`src/rtl/mem_port_arbiter_if.sv`:
```
// Bundle of the two requester ports and the shared memory port.
// master is the arbiter's view; slave is the front ends plus memory.
interface mem_port_arbiter_if #(
    parameter int ADDR_W = 32,
    parameter int DATA_W = 32
);
    localparam int BE_W = DATA_W / 8;

    logic              i_read;
    logic [ADDR_W-1:0] i_address;
    logic [DATA_W-1:0] i_rdata;
    logic              i_resp;

    logic              d_read;
    logic              d_write;
    logic [BE_W-1:0]   d_byte_enable;
    logic [ADDR_W-1:0] d_address;
    logic [DATA_W-1:0] d_wdata;
    logic [DATA_W-1:0] d_rdata;
    logic              d_resp;

    logic              mem_read;
    logic              mem_write;
    logic [BE_W-1:0]   mem_byte_enable;
    logic [ADDR_W-1:0] mem_address;
    logic [DATA_W-1:0] mem_wdata;
    logic [DATA_W-1:0] mem_rdata;
    logic              mem_resp;

    modport master (
        input  i_read, i_address,
        output i_rdata, i_resp,
        input  d_read, d_write, d_byte_enable, d_address, d_wdata,
        output d_rdata, d_resp,
        output mem_read, mem_write, mem_byte_enable, mem_address, mem_wdata,
        input  mem_rdata, mem_resp
    );

    modport slave (
        output i_read, i_address,
        input  i_rdata, i_resp,
        output d_read, d_write, d_byte_enable, d_address, d_wdata,
        input  d_rdata, d_resp,
        input  mem_read, mem_write, mem_byte_enable, mem_address, mem_wdata,
        output mem_rdata, mem_resp
    );
endinterface

```
`src/rtl/mem_port_arbiter.sv`:
```
// Round-robin arbiter sharing one memory port between I-fetch and load/store.
// One transaction in flight; request fields are latched at grant.
module mem_port_arbiter #(
    parameter int ADDR_W = 32,
    parameter int DATA_W = 32
) (
    input logic clk,
    input logic rst,
    mem_port_arbiter_if.master bus
);
    localparam int BE_W = DATA_W / 8;

    typedef enum logic [1:0] {IDLE, GRANT_I, GRANT_D} state_t;

    state_t            state;
    state_t            state_nxt;
    logic              last_d;
    logic              last_d_nxt;
    logic              load_i;
    logic              load_d;
    logic              i_req;
    logic              d_req;
    logic [ADDR_W-1:0] addr_q;
    logic [DATA_W-1:0] wdata_q;
    logic [BE_W-1:0]   be_q;
    logic              we_q;

    assign i_req = bus.i_read;
    assign d_req = bus.d_read | bus.d_write;

    // On completion only the other side may be granted, since the
    // finishing requester still holds its request this cycle.
    always_comb begin
        state_nxt  = state;
        last_d_nxt = last_d;
        load_i     = 1'b0;
        load_d     = 1'b0;
        unique case (state)
            IDLE: begin
                if (i_req && (!d_req || last_d)) load_i = 1'b1;
                else if (d_req)                  load_d = 1'b1;
            end
            GRANT_I: begin
                if (bus.mem_resp) begin
                    if (d_req) load_d    = 1'b1;
                    else       state_nxt = IDLE;
                end
            end
            GRANT_D: begin
                if (bus.mem_resp) begin
                    if (i_req) load_i    = 1'b1;
                    else       state_nxt = IDLE;
                end
            end
            default: state_nxt = IDLE;
        endcase
        if (load_i) begin
            state_nxt  = GRANT_I;
            last_d_nxt = 1'b0;
        end
        if (load_d) begin
            state_nxt  = GRANT_D;
            last_d_nxt = 1'b1;
        end
    end

    always_ff @(posedge clk) begin
        if (!rst) begin
            state   <= IDLE;
            last_d  <= 1'b1;
            addr_q  <= '0;
            wdata_q <= '0;
            be_q    <= '0;
            we_q    <= 1'b0;
        end else begin
            state  <= state_nxt;
            last_d <= last_d_nxt;
            if (load_i) begin
                addr_q  <= bus.i_address;
                wdata_q <= '0;
                be_q    <= '1;
                we_q    <= 1'b0;
            end else if (load_d) begin
                // read+write together is resolved as a write
                addr_q  <= bus.d_address;
                wdata_q <= bus.d_wdata;
                be_q    <= bus.d_write ? bus.d_byte_enable : '1;
                we_q    <= bus.d_write;
            end
        end
    end

    assign bus.mem_read        = (state == GRANT_I) ||
                                 ((state == GRANT_D) && !we_q);
    assign bus.mem_write       = (state == GRANT_D) && we_q;
    assign bus.mem_address     = addr_q;
    assign bus.mem_wdata       = wdata_q;
    assign bus.mem_byte_enable = be_q;

    assign bus.i_resp  = (state == GRANT_I) && bus.mem_resp;
    assign bus.d_resp  = (state == GRANT_D) && bus.mem_resp;
    assign bus.i_rdata = bus.mem_rdata;
    assign bus.d_rdata = bus.mem_rdata;
endmodule

```
`src/flat_wrapper.sv`:
```
// flat-port wrapper written by rule: the top's interface ports become plain ports
module mem_port_arbiter_flat 
#(
    parameter int ADDR_W = 32,
    parameter int DATA_W = 32
)
  (clk, rst, bus_i_read, bus_i_address, bus_i_rdata, bus_i_resp, bus_d_read, bus_d_write, bus_d_byte_enable, bus_d_address, bus_d_wdata, bus_d_rdata, bus_d_resp, bus_mem_read, bus_mem_write, bus_mem_byte_enable, bus_mem_address, bus_mem_wdata, bus_mem_rdata, bus_mem_resp);
  mem_port_arbiter_if #(.ADDR_W(ADDR_W), .DATA_W(DATA_W)) bus_i ();
  input logic clk;
  input logic rst;
  input wire logic [$bits(bus_i.i_read)-1:0] bus_i_read;
  input wire logic [$bits(bus_i.i_address)-1:0] bus_i_address;
  output wire logic [$bits(bus_i.i_rdata)-1:0] bus_i_rdata;
  output wire logic [$bits(bus_i.i_resp)-1:0] bus_i_resp;
  input wire logic [$bits(bus_i.d_read)-1:0] bus_d_read;
  input wire logic [$bits(bus_i.d_write)-1:0] bus_d_write;
  input wire logic [$bits(bus_i.d_byte_enable)-1:0] bus_d_byte_enable;
  input wire logic [$bits(bus_i.d_address)-1:0] bus_d_address;
  input wire logic [$bits(bus_i.d_wdata)-1:0] bus_d_wdata;
  output wire logic [$bits(bus_i.d_rdata)-1:0] bus_d_rdata;
  output wire logic [$bits(bus_i.d_resp)-1:0] bus_d_resp;
  output wire logic [$bits(bus_i.mem_read)-1:0] bus_mem_read;
  output wire logic [$bits(bus_i.mem_write)-1:0] bus_mem_write;
  output wire logic [$bits(bus_i.mem_byte_enable)-1:0] bus_mem_byte_enable;
  output wire logic [$bits(bus_i.mem_address)-1:0] bus_mem_address;
  output wire logic [$bits(bus_i.mem_wdata)-1:0] bus_mem_wdata;
  input wire logic [$bits(bus_i.mem_rdata)-1:0] bus_mem_rdata;
  input wire logic [$bits(bus_i.mem_resp)-1:0] bus_mem_resp;
  assign bus_i.i_read = bus_i_read;
  assign bus_i.i_address = bus_i_address;
  assign bus_i_rdata = bus_i.i_rdata;
  assign bus_i_resp = bus_i.i_resp;
  assign bus_i.d_read = bus_d_read;
  assign bus_i.d_write = bus_d_write;
  assign bus_i.d_byte_enable = bus_d_byte_enable;
  assign bus_i.d_address = bus_d_address;
  assign bus_i.d_wdata = bus_d_wdata;
  assign bus_d_rdata = bus_i.d_rdata;
  assign bus_d_resp = bus_i.d_resp;
  assign bus_mem_read = bus_i.mem_read;
  assign bus_mem_write = bus_i.mem_write;
  assign bus_mem_byte_enable = bus_i.mem_byte_enable;
  assign bus_mem_address = bus_i.mem_address;
  assign bus_mem_wdata = bus_i.mem_wdata;
  assign bus_i.mem_rdata = bus_mem_rdata;
  assign bus_i.mem_resp = bus_mem_resp;
  mem_port_arbiter #(.ADDR_W(ADDR_W), .DATA_W(DATA_W)) u_core (.clk(clk), .rst(rst), .bus(bus_i));
endmodule
```
`config.mk`:
```
export PLATFORM = sky130hd
export DESIGN_NAME = mem_port_arbiter_flat
export DESIGN_NICKNAME = d
export VERILOG_FILES = /design/src/rtl/mem_port_arbiter_if.sv /design/src/rtl/mem_port_arbiter.sv /design/src/flat_wrapper.sv
export SDC_FILE = /design/constraint.sdc
export NUM_CORES = 1
export LEC_CHECK = 0
export ABC_CLOCK_PERIOD_IN_PS = 4620
export BUFFER_PORTS_ARGS = -buffer_cell sky130_fd_sc_hd__buf_2
export CAP_MARGIN = 5
export CORE_AREA = 2 2 107 109
export CTS_CLUSTER_SIZE = 40
export DETAILED_ROUTE_END_ITERATION = 10
export DIE_AREA = 0 0 109 111
export GPL_ROUTABILITY_DRIVEN = 0
export PLACE_DENSITY = 0.66
export SETUP_SLACK_MARGIN = 0.4
export SLEW_MARGIN = 20
export SYNTH_ARGS = -nofsm -noshare
export SYNTH_HDL_FRONTEND = slang
export SYNTH_SLANG_ARGS = --single-unit
export TNS_END_PERCENT = 50
```
`constraint.sdc`:
```
create_clock -name clk -period 4.62 [get_ports clk]
set_input_delay 0 -clock clk [delete_from_list [all_inputs] [get_ports clk]]
set_output_delay 0 -clock clk [all_outputs]
set_load 0.02 [all_outputs]
```
==> key figures <==
Final layout
  – Layout area overhead: 48.90%
  – Share of cells above drive strength 1: 32.68%
  – Commonest cells after routing, fill and taps aside: buf_2 (177), nand2_1 (130), dlygate4sd3_1 (83)
  – Commonest non-fill, non-tap cell in the layout: buf_2
  – Diode count: 0
  – Final core utilization: 44.92%
  – Finished Cell Area: 4976 µm²
  – NumNets Final: 745

Logic synthesis
  – Post-Synth XOR/XNOR Area: 0%
  – Area leader, netlist: dfxtp_1
  – Syn nets: 564
  – Post-synthesis cell type count: 25
  – Top-area cell type share of the netlist area: 43.13%
  – Mapped cell area: 3342 µm²
  – Combinational family with the most area after synthesis: buffers and inverters
  – Asr flop ratio synth: 0%
  – Seq cells post-synth: 72
  – Post-Syn Instances: 426
  – Synth Area per Inst: 7.845 µm²
  – Synthesized-area fraction occupied by adder cells: 0%
  – Post-synth EDFFs: 0
  – Most used DFF post-synth: dfxtp_1
  – Synth area leaders: dfxtp_1 (43%), nand2_1 (15%), buf_4 (14%)
  – Mux cell area share after synthesis: 0%
  – Sequential area share after synthesis: 43.13%
  – Compound-Gate Fraction of Synth Area: 18.38%
  – Post-synthesis simple-gate area fraction: 18.64%
  – Yosys warns: 0

Clock tree
  – Worst-Skew Late Latency: 0.32 ns
  – Clock Tree Buf Depth: 2
  – Post_cts resized: 0
  – Setup bufs post-CTS: 0
  – Htree depth: 3
  – CTS Buf Count: 9
  – Clock transition at path regs: 0.05 ns
  – CTS tree: built
  – Clk Tree Root Cell: clkbuf_16
  – Clock sinks: 72

Hold path
  – Hold Startpoint: bus_mem_rdata[13]
  – Worst min path class: input port to output port
  – Worst Hold Path EP: bus_d_rdata[13]
  – Number of cells on the worst hold path: 0

STA
  – Final Cycle Share: 53.47%
  – Fmax achieved: 404.8 MHz
  – Hold Slack: 0.000008375 ns
  – Post-Route Skew: 0.005854 ns
  – Slew of the pin with the lowest slew margin: 0.7566 ns
  – Setup violators final: 0
  – Final hold violations: 0
  – Total negative slack: 0 ns
  – Max-slew violation count: 0
  – Worst slew margin: 49.56%
  – RSZ-0062 raised after global routing: no
  – Minimum clock period: 2.470 ns

Critical path
  – Reg2reg setup slack: 2.15 ns
  – CP Class: flip-flop to flip-flop
  – FF-to-FF End: u_core.bus.mem_address[26]
  – WP data arrival: 2.73 ns
  – Crit. End Element: flip-flop
  – Crit path from: u_core.state[0]
  – R2r startpoint: u_core.state[0]
  – Worst Path Max Fanout: 73
  – Crit start category: flip-flop
  – Worst reg2reg path depth: 6
  – WP data required: 4.88 ns

Floorplan
  – Core area: 11,080 µm²
  – Die X: 109 µm
  – Standard-cell row count: 39
  – Die outline height: 111 µm
  – Die area: 12,100 µm²
  – Ports: 274
  – Initial core utilization: 30.17%

Place
  – Final HPWL DP: 6.171 mm
  – Port Buffer Count: 177
  – Placed Area: 3787 µm²

Pwr
  – Leakage power: 2.308 nW
  – Max VDD drop: 0.1794 mV
  – Design Power: 2.062 mW
  – PD cells: 414.5 nW/µm²

Route
  – Post-route DRC: 0
  – Initial DRC Count: 196
  – TritonRoute pass-1 iters: 4
  – Routed length per instance: 13.21 µm
  – DR vias: 3,540
  – WL final: 9.977 mm
  – DRT antenna net count: 0
  – Routed vias/inst: 4.689

Run
  – # Max-Cap Violations: 0

GRT
  – Initial antenna violation count: 0
  – Vias in the first global route: 3,471
  – Total gr overflow: 0
  – GRT Overall Usage: 16.15%
  – First-pass GRT wire length: 15.67 mm
  – Pin count of the biggest net entering global routing: 74

Run status
  – Status: finished clean
==> per-layer routing <==
metal | vias up | global-route usage [%] | wire length [µm]
li1 | 1713 | - | -
met3 | 35 | 4.703 | 696
met5 | - | 0 | 0
met1 | 1640 | 16.61 | 3869
met4 | 0 | 7.521 | 291
met2 | 152 | 29.36 | 5121
==> state kept, by name, summed over array words and instances, names as in the netlist <==
register,cells
u_core.bus.mem_address,32
u_core.bus.mem_wdata,32
u_core.bus.mem_byte_enable,4
u_core.state,2
u_core.last_d,1
u_core.we_q,1
==> cell type report <==
cell class                      count  area, µm²
Tap cell                          143      178.9
Multi-Input combinational cell    259       1257
Sequential cell                    72       1441
Clock inverter                      5      102.6
Inverter                            3      11.26
Fill cell                        1092       6101
Clock buffer                       11      252.7
Timing Repair Buffer              262       1732
==> critical path, cell delays in order, from the launching register on <==
cell           delay, ns
dfxtp_1             0.38
and3b_1             0.24
nor4_4              0.21
buf_4               0.63
nand2_1             0.15
a31oi_1             0.20
dlygate4sd3_1       0.57
==> how the worst max path moves through the flow <==
stage	slack, ns	endpoint	depth (start not counted)
floorplan	2.96	u_core.bus.mem_address[24]	6
global placement	2.70	u_core.we_q	5
detailed placement	2.65	u_core.bus.mem_wdata[12]	4
CTS	2.18	u_core.bus.mem_address[26]	6
global route	1.99	u_core.bus.mem_address[26]	6
finish	2.15	u_core.bus.mem_address[26]	6
==> cells in the mapped netlist, types with 2 or more instances <==
cell type  count
dfxtp_1       72
a21o_1         2
nor2b_1        2
o21ai_0       34
a31oi_1       32
nor2_1         8
o311a_1        4
a21oi_1       33
inv_1          2
nand3b_1       4
buf_6          8
buf_2          5
clkbuf_1      15
buf_4         64
nand2_1      131
==> logic make-up (layout without fill, tap and decap cells) <==
kind of cell / count (synthesis) / after routing
AO/OA/AOI/OAI: 108 / 108
buffers and inverters: 95 / 281
flip-flops: 72 / 72
AND/OR/NAND/NOR: 151 / 151
==> metrics by stage <==
stage                     setup WS (ns)  instances
after floorplan                   2.965        426
after global placement            2.701        656
after detailed placement          2.645        656
after CTS                         2.185        755
after global routing              1.988        755
final                             2.150        755
==> what timing repair did <==
item | in CTS | in global routing
setup endpoints to repair | 0 | 0
hold endpoints to repair | 64 | 0
hold buffers | 83 | 0
==> report_power, final <==
part / leakage [nW] / switching, mW / internal, mW / total (mW)
combinational: 1.54 / 0.307 / 0.211 / 0.519
clock: 0.172 / 0.256 / 0.556 / 0.812
sequential: 0.593 / 0.0385 / 0.693 / 0.731
total: 2.31 / 0.602 / 1.46 / 2.06
No activity file was read; power rests on OpenSTA's default activity.
